**config.mk**
```make
export PLATFORM = sky130hd
export DESIGN_NAME = bcd_7seg_scan_driver
export DESIGN_NICKNAME = d
export VERILOG_FILES = /design/src/rtl/bcd_7seg_scan_driver.sv
export SDC_FILE = /design/constraint.sdc
export NUM_CORES = 1
export LEC_CHECK = 0
export ABC_AREA = 1
export CAP_MARGIN = 15
export CORE_MARGIN = 2
export CORE_UTILIZATION = 44
export DETAILED_ROUTE_END_ITERATION = 16
export HOLD_SLACK_MARGIN = 0.15
export SLEW_MARGIN = 20
export SYNTH_ARGS = -nofsm -noshare
export SYNTH_HDL_FRONTEND = slang
export SYNTH_SLANG_ARGS = --single-unit
```
**constraint.sdc**
```tcl
create_clock -name clk -period 2.13 [get_ports clk]
set_input_delay 0.426 -clock clk [delete_from_list [all_inputs] [get_ports clk]]
set_output_delay 0.426 -clock clk [all_outputs]
set_load 0.02 [all_outputs]
```
**src/rtl/bcd_7seg_scan_driver.sv**
```systemverilog
// Scans three BCD digits plus a blank onto a 4-digit common-anode 7-segment display; new values are applied only at frame boundaries.
// Latency: seg/an lag the scan index by 1 clk; a load becomes visible at the first frame boundary after it. No backpressure: load is always accepted, last load wins.
// Optional build macro LEADING_ZERO_BLANK_EN blanks leading zeros of the displayed value.
module bcd_7seg_scan_driver #(
    parameter int REFRESH_DIV = 100000
) (
    input  logic       clk,
    input  logic       rst,
    input  logic       load,
    input  logic [3:0] hundreds,
    input  logic [3:0] tens,
    input  logic [3:0] ones,
    output logic [6:0] seg,
    output logic       dp,
    output logic [3:0] an,
    output logic       pending
);
    localparam int CW = (REFRESH_DIV > 2) ? $clog2(REFRESH_DIV) : 1;
    localparam logic [6:0] BLANK = 7'h7F;

    logic [CW-1:0] r_div_cnt;
    logic [1:0]    r_idx;
    logic [11:0]   r_pend;
    logic [11:0]   r_disp;
    logic          r_pending;
    logic [6:0]    r_seg;
    logic [3:0]    r_an;
    logic          w_tick;
    logic          w_frame;
    logic          w_blank_h;
    logic          w_blank_t;
    logic [6:0]    w_seg_nxt;

    function automatic logic [6:0] f_decode(input logic [3:0] d);
        logic [6:0] s;
        case (d)
            4'd0:    s = 7'b1000000;
            4'd1:    s = 7'b1111001;
            4'd2:    s = 7'b0100100;
            4'd3:    s = 7'b0110000;
            4'd4:    s = 7'b0011001;
            4'd5:    s = 7'b0010010;
            4'd6:    s = 7'b0000010;
            4'd7:    s = 7'b1111000;
            4'd8:    s = 7'b0000000;
            4'd9:    s = 7'b0010000;
            default: s = 7'b0111111;
        endcase
        return s;
    endfunction

    assign w_tick  = (r_div_cnt == CW'(REFRESH_DIV - 1));
    assign w_frame = w_tick && (r_idx == 2'd3);

`ifdef LEADING_ZERO_BLANK_EN
    // Blanking looks at the shown value so the display matches what is lit.
    assign w_blank_h = (r_disp[11:8] == 4'd0);
    assign w_blank_t = w_blank_h && (r_disp[7:4] == 4'd0);
`else
    assign w_blank_h = 1'b0;
    assign w_blank_t = 1'b0;
`endif

    always_comb begin
        w_seg_nxt = BLANK;
        case (r_idx)
            2'd0:    w_seg_nxt = f_decode(r_disp[3:0]);
            2'd1:    w_seg_nxt = w_blank_t ? BLANK : f_decode(r_disp[7:4]);
            2'd2:    w_seg_nxt = w_blank_h ? BLANK : f_decode(r_disp[11:8]);
            default: w_seg_nxt = BLANK;
        endcase
    end

    always_ff @(posedge clk or posedge rst) begin
        if (rst) begin
            r_div_cnt <= '0;
            r_idx     <= 2'd0;
        end else begin
            r_div_cnt <= w_tick ? '0 : r_div_cnt + 1'b1;
            if (w_tick)
                r_idx <= r_idx + 2'd1;
        end
    end

    // A load coincident with a frame still arms pending, so the new value waits a full frame.
    always_ff @(posedge clk or posedge rst) begin
        if (rst) begin
            r_pend    <= '0;
            r_disp    <= '0;
            r_pending <= 1'b0;
        end else begin
            if (w_frame && r_pending)
                r_disp <= r_pend;
            if (load) begin
                r_pend    <= {hundreds, tens, ones};
                r_pending <= 1'b1;
            end else if (w_frame) begin
                r_pending <= 1'b0;
            end
        end
    end

    always_ff @(posedge clk or posedge rst) begin
        if (rst) begin
            r_seg <= BLANK;
            r_an  <= 4'hF;
        end else begin
            r_seg <= w_seg_nxt;
            r_an  <= ~(4'b0001 << r_idx);
        end
    end

    assign seg     = r_seg;
    assign an      = r_an;
    assign dp      = 1'b1;
    assign pending = r_pending;
endmodule
```
Yosys cells after proc, flatten, opt, wreduce, memory -nomap -nowiden
Memories as Yosys holds them, arrays and structs flattened.
Index checks and enable logic that the tools add are counted.
{ "totals": {"output_inout_bits": 13, "word_cells": 26, "ff_bits": 55, "memories": 3, "input_bits": 15, "rom_bits": 336} }
{ "mem_list": {"columns": ["name", "depth", "width", "read_ports", "rd_ports_with_merged_regs", "wr", "line", "rtl"], "rows": [
  ["(no name shown)", 16, 7, 1, 0, 0, "36", "case (d)"],
  ["(no name shown)", 16, 7, 1, 0, 0, "36", null],
  ["(no name shown)", 16, 7, 1, 0, 0, "36", null]
]} }
{ "op_classes": {"n_reduce_logical": 4, "mux": 4, "n_shift": 1, "n_addsub": 2, "bitwise_logic": 1, "n_eq_ne": 4} }
{ "op_table": {"columns": ["operator", "count"], "rows": [
  ["$pmux 7 s3", 1],
  ["$add 17x1->17 const B", 1],
  ["$eq 17x17->1 const B", 1],
  ["$mux 17", 1],
  ["$eq 2x2->1 const B", 2],
  ["$not 4->4", 1],
  ["$shl 1x2->4 const A", 1],
  ["$add 2x1->2 const B", 1],
  ["$eq 2x1->1 const B", 1],
  ["$logic_and 1x1->1", 2],
  ["$logic_not 2->1", 1],
  ["$mux 1", 2],
  ["$reduce_bool 2->1", 1]
]} }

Depth between registers and ports, before layout
Gate-level depths: netlist of the first run.
{ "logic_depth": {"depth_word": 4, "ltp_mapped": 9, "mapped_depth_nobuf": 8} }

Worst setup path after synthesis of the first run
Ideal clock, no wire load.
{ "synth_timing": {"kind": "reg2reg", "startpoint": "reg r_div_cnt[0]", "endpoint": "reg r_disp[5]", "setup_slack_ns": 0.741, "setup_ns": 0.117, "arrival_time_ns": 1.272, "period_less_slack_ns": 1.389, "t_required_ns": 2.013, "path_stages_with_launch": 10, "cell_sequence": "dfrtp_1 ha_1 nand2_2 nor2_4 inv_2 nor2_1 nand4_1 buf_6 nand2_1 nand2_1"} }
{ "synth_via": {"elab_chain_len": 3} }
{ "synth_lines": {"columns": ["element", "line", "rtl"], "rows": [
  ["start, declared", "21", "logic [CW-1:0] r_div_cnt;"],
  ["start signal, assigned", "79", "r_div_cnt <= w_tick ? '0 : r_div_cnt + 1'b1;"],
  ["$eq 17x17->1", "52", "assign w_tick = (r_div_cnt == CW'(REFRESH_DIV - 1));"],
  ["$logic_and 1x1->1", "53", "assign w_frame = w_tick && (r_idx == 2'd3);"],
  ["$logic_and 1x1->1", "92", "if (w_frame && r_pending)"],
  ["end signal, assigned", "93", "r_disp <= r_pend;"],
  ["end, declared", "24", "logic [11:0] r_disp;"]
]} }
Every way passes these cells.
A chain may end at the register's enable or synchronous reset.

Worst setup path after layout of the first run
{ "layout_timing": {"startpoint": "reg r_an[3] (netlist: an[3])", "endpoint": "out an[3]"} }
{ "layout_rtl": {"columns": ["element", "line", "rtl"], "rows": [
  ["start, declared", "27", "logic [3:0] r_an;"],
  ["start signal, assigned", "109", "r_an <= ~(4'b0001 << r_idx);"],
  ["end, declared", "15", "output logic [3:0] an,"]
]} }
No word-level cell between the ends.

==> results.cfg, run 1 <==
[clock_network]
path_clk_slew_ps = 110
cts_resized = 0
clock-sinks = 55
cts_root_buf = clkbuf_8
htree_num_levels = 2
cts_setup_buffers = 0
cts_tree = yes
clk_path_buf_depth = 2
cts_buffers = 5
cts-hold-fix-buffers = 0
insertion_delay_ps = 310

[critical_path]
crit_buf_inv = 1
slowest_stage = clkdlybuf4s50_1
cp.depth = 1
cp-endpoint = an[3]
critPathCaptureType = output pin
r2r_start = r_div_cnt[0]
startpoint = an[3]
cpPeakStageDelay_ps = 590
cp.required_ps = 1700
r2r_setup_slack_ps = 360
crit_chain = clkdlybuf4s50_1
crit_family = buffers and inverters
r2r_cells = 8
cp-start-kind = register
critPathMaxFanout = 1
r2r-end = r_disp[3]
critPathArrivalTime_ps = 1430
path_class = reg2out

[sta]
rsz0062_at_grt = false
period_share_pct = 87.1
skew_ps = 8.60
slew_violations = 0
fin_setup_tns_ps = 0
hold_violations = 0
period_needed_ps = 1860
clock.fmax_ghz = 0.539
setup_slack_ps = 274
finalSetupViolCount = 0

[floorplan]
die_w_um = 87.8
rows = 30
core_um2 = 6790
die_h_um = 87.8
ios = 28
die_area_um2 = 7710
start_util_pct = 45.5

[route]
routed_via_density = 4.72
wl_per_cell_um = 11.2
first_iter_violations = 128
wirelength_um = 5740
drc = 0
dr.pass1.iters = 4
num_vias = 2419
drtAntennaViolNets = 0

[finish]
mostFrequentLayoutCells = nand2_1 (107), dfrtp_1 (44), inv_1 (43)
num-nets-final = 455
multi_input_area_um2 = 1460
syn2layout_area_growth_pct = 15.6
n_antenna_cell = 0
seqCellArea_um2 = 1390
final_common_cell = nand2_1
fill_cells = 660
layout-drive-gt1-share_pct = 9.35

[placed_design]
io_buffers = 26
dp_slack_ps = 377
dp_hpwl_um = 4340
place_congestion = 0.887

[global_routing]
grt_pass1_vias = 2264
track_usage_pct = 16.6
antenna_found_initial = 0
grt-ovfl-total = 0
grt_pass1_wl_um = 10100
grt_max_degree = 56

[hold_path]
hp-class = in2async

[logic_synthesis]
netlist_instances = 385
synth_nets = 424
seq_area_frac_synth_pct = 45.0
synth-seq-cells = 55
ys.warnings.count = 0
syn_area_per_cell_um2 = 8.02
synth_cell_types = 26
syn_area_um2 = 3090

[power]
p_leak_uw = 0.00175
power_density_nw_per_um2 = 492
ir_worst_vdd_mv = 0.283

[run]
drv_cap = 0

[run_status]
status = completed
[worst min path at each step]
stage / slack, ps / to / depth (start not counted)
6_report: 470 / r_div_cnt[8] / 3
5_1_grt: 470 / r_div_cnt[0] / 1
4_1_cts: 470 / r_div_cnt[0] / 1
3_5_place_dp: 450 / r_div_cnt[0] / 1
3_3_place_gp: 440 / r_div_cnt[0] / 1
2_1_floorplan: 430 / r_div_cnt[0] / 1
[metal layers]
metal	part of all wire, %	track usage, %	vias to the layer above
li1	-	-	1287
met1	53	24.0	1067
met2	42	25.3	61
met3	4.6	3.39	4
met4	0.59	4.62	0
met5	0	0	-
[through the flow]
step           utilization, %  hold WS, ps  power (uW)  instances  area (um^2)
2_1_floorplan               -          431        1130        385         3090
3_3_place_gp             51.2          440        1170        505         3480
3_5_place_dp             51.2          450        1180        505         3480
4_1_cts                  52.6          467        1780        513         3570
5_1_grt                  52.6          474        1830        513         3570
6_report                 52.6          469        1760        513         3570
[cells by family after synthesis]
group / share of synthesized area [%]
xor+xnor: 2.84
simple gates: 29.0
buf+inv: 7.65
fa+ha+maj: 9.72
compound gates: 5.71
other cells: 0.121
flops: 45.0
[cells in the mapped netlist]
| master | count | area (um^2) |
|---|---|---|
| inv_2 | 5 | 18.8 |
| nor2_1 | 38 | 143 |
| nand4_1 | 21 | 131 |
| o211ai_1 | 2 | 15.0 |
| a31oi_1 | 3 | 18.8 |
| a21oi_1 | 8 | 40.0 |
| buf_4 | 3 | 22.5 |
| nor3_1 | 9 | 45.0 |
| nor3_2 | 1 | 10.0 |
| nand2_2 | 3 | 18.8 |
| dfstp_2 | 11 | 289 |
| clkinv_1 | 1 | 3.75 |
| ha_1 | 24 | 300 |
| o21ai_0 | 19 | 95.1 |
| nand2_1 | 107 | 402 |
| nor2_4 | 2 | 22.5 |
| nand3_1 | 19 | 95.1 |
| buf_6 | 1 | 11.3 |
| nand3b_1 | 2 | 15.0 |
| dfrtp_1 | 44 | 1100 |
| xor2_1 | 10 | 87.6 |
| clkbuf_1 | 4 | 15.0 |
| inv_1 | 44 | 165 |
| conb_1 | 1 | 3.75 |
| o21bai_1 | 1 | 7.51 |
| nor2_2 | 2 | 12.5 |
[power by group]
part	internal, uW	total (uW)	switching (uW)
clock network	236	604	368
registers	1060	1080	11.8
logic	36.6	76.8	40.2
total	1340	1760	420
[layout make-up]
type                            count  share of cell area (%)
Clock buffer                        5                    1.93
Clock inverter                      3                   0.701
Inverter                           50                    5.25
Multi-Input combinational cell    272                    40.9
Sequential cell                    55                    38.9
Tap cell                           96                    3.36
Timing Repair Buffer               32                    8.90
[flip-flops by register name (all words and copies together), names as in the netlist]
| name | count |
|---|---|
| an | 4 |
| r_idx | 2 |
| pending | 1 |
| r_pend | 12 |
| r_disp | 12 |
| r_div_cnt | 17 |
| seg | 7 |
Note: power is estimated with default switching activity, not from simulation.
==> run 2: changes to the inputs <==
--- a/config.mk
+++ b/config.mk
@@ -7,10 +7,10 @@
 export LEC_CHECK = 0
 export ABC_AREA = 1
 export CAP_MARGIN = 15
-export CORE_MARGIN = 2
 export CORE_UTILIZATION = 44
 export DETAILED_ROUTE_END_ITERATION = 16
 export HOLD_SLACK_MARGIN = 0.15
+export SKIP_CTS_REPAIR_TIMING = 1
 export SLEW_MARGIN = 20
 export SYNTH_ARGS = -nofsm -noshare
 export SYNTH_HDL_FRONTEND = slang
==> results.cfg, run 2 (synthesis gave the netlist of run 1 again) <==
[global_routing]
grt-ovfl-total = 0
grt_max_degree = 56
grt_pass1_vias = 2236
antenna_found_initial = 0
track_usage_pct = 17.5
grt_pass1_wl_um = 10200

[floorplan]
die_h_um = 85.8
ios = 28
core_um2 = 6790
die_area_um2 = 7360
die_w_um = 85.8
start_util_pct = 45.5
rows = 30

[critical_path]
crit_family = buffers and inverters
cp-start-kind = register
r2r_cells = 8
critPathMaxFanout = 1
crit_buf_inv = 1
path_class = reg2out
critPathArrivalTime_ps = 1430
cp.required_ps = 1700
slowest_stage = clkdlybuf4s50_1
cp.depth = 1
critPathCaptureType = output pin
crit_chain = clkdlybuf4s50_1
cpPeakStageDelay_ps = 590

[power]
p_sw_share_pct = 22.2
seqPwrFrac_pct = 57.2
finalPower_uw = 1880
ir_worst_vdd_mv = 0.318
power_density_nw_per_um2 = 524
power_frac_clock_pct = 38.7
p_sw_uw = 417
p_leak_uw = 0.00177
intPower_uw = 1460
pwr-share-comb_pct = 4.1

[finish]
syn2layout_area_growth_pct = 16.2
fin_cells = 512
reg_top3 = r_div_cnt: 17 flops, r_disp: 12 flops, r_pend: 12 flops
final_common_cell = nand2_1
multi_input_area_um2 = 1460
largest_reg_flops = 17
fill_cells = 685
num-nets-final = 454
seqCellArea_um2 = 1390
mostFrequentLayoutCells = nand2_1 (107), dfrtp_1 (44), inv_1 (43)
largest_register = r_div_cnt
layout-drive-gt1-share_pct = 9.13
n_antenna_cell = 0

[run_status]
status = completed

[sta]
finalSetupViolCount = 0
fin_setup_tns_ps = 0
clock.fmax_ghz = 0.538
slew_violations = 0
period_share_pct = 87.2
rsz0062_at_grt = false
skew_ps = 14.1
whs_ps = 469
setup_slack_ps = 272
hold_violations = 0
period_needed_ps = 1860

[clock_network]
cts_tree = yes
clock-sinks = 55
cts_buffers = 5
insertion_delay_ps = 320
path_clk_slew_ps = 110
cts_root_buf = clkbuf_8
htree_num_levels = 2
clk_path_buf_depth = 2

[placed_design]
place_congestion = 0.903
dp_hpwl_um = 4440
dp_slack_ps = 403
io_buffers = 26
dp.cells = 504

[route]
wl_per_cell_um = 11.4
drc = 0
wirelength_um = 5820
dr.pass1.iters = 4
drtAntennaViolNets = 0
first_iter_violations = 215
num_vias = 2445
routed_via_density = 4.78

[hold_path]
hp-class = in2async

[run]
drv_cap = 0
-- run 2: changes by cell type in the layout (fill, tap and decap cells not counted) --
| cell | before | now |
|---|---|---|
| buf_4 | 5 | 4 |
| bufinv_16 | 0 | 1 |
| clkinv_4 | 2 | 0 |
| inv_6 | 0 | 1 |
| inv_8 | 0 | 1 |
| clkinvlp_4 | 1 | 0 |
-- run 2: power groups by stage --
| stage | combinational [uW] | clock [uW] | sequential (uW) |
|---|---|---|---|
| 2_1_floorplan | 40.6 | 0 | 1090 |
| 3_3_place_gp | 79.7 | 0 | 1090 |
| 3_5_place_dp | 80.0 | 0 | 1100 |
| 4_1_cts | 80.1 | 758 | 1080 |
| 5_1_grt | 90.4 | 796 | 1080 |
| 6_report | 77.1 | 728 | 1080 |
-- run 2: cell type report --
type / count / area share [%]
inverters: 50 / 5.23
multi-input cells: 272 / 40.7
flip-flops and latches: 55 / 38.7
clock buffers: 5 / 1.92
well taps: 96 / 3.35
clock inverters: 3 / 1.39
repair buffers: 31 / 8.64
-- run 2: through the flow --
step	util (%)	cell area (um^2)
3_3_place_gp	51.1	3470
3_5_place_dp	51.1	3470
2_1_floorplan	-	3090
4_1_cts	52.8	3590
5_1_grt	52.8	3590
6_report	52.8	3590
-- run 2: worst paths after layout --
check	startpoint	end	slack [ps]
worst max-delay path	an[3]	an[3]	270
worst min-delay path	rst	r_div_cnt[14]	470
worst max register to register	r_div_cnt[0]	r_disp[10]	420
worst min register to register	r_div_cnt[0]	r_div_cnt[0]	470
max in group asynchronous	rst	seg[2]	1370
min in group clk	r_div_cnt[0]	r_div_cnt[0]	470
-- run 2: metal layers --
layer | vias up | GRT usage, % | part of all wire [%]
met5 | - | 0 | 0
met4 | 0 | 5.45 | 1.3
met3 | 8 | 2.89 | 5.2
met2 | 62 | 26.0 | 42
met1 | 1093 | 26.2 | 52
li1 | 1282 | - | -
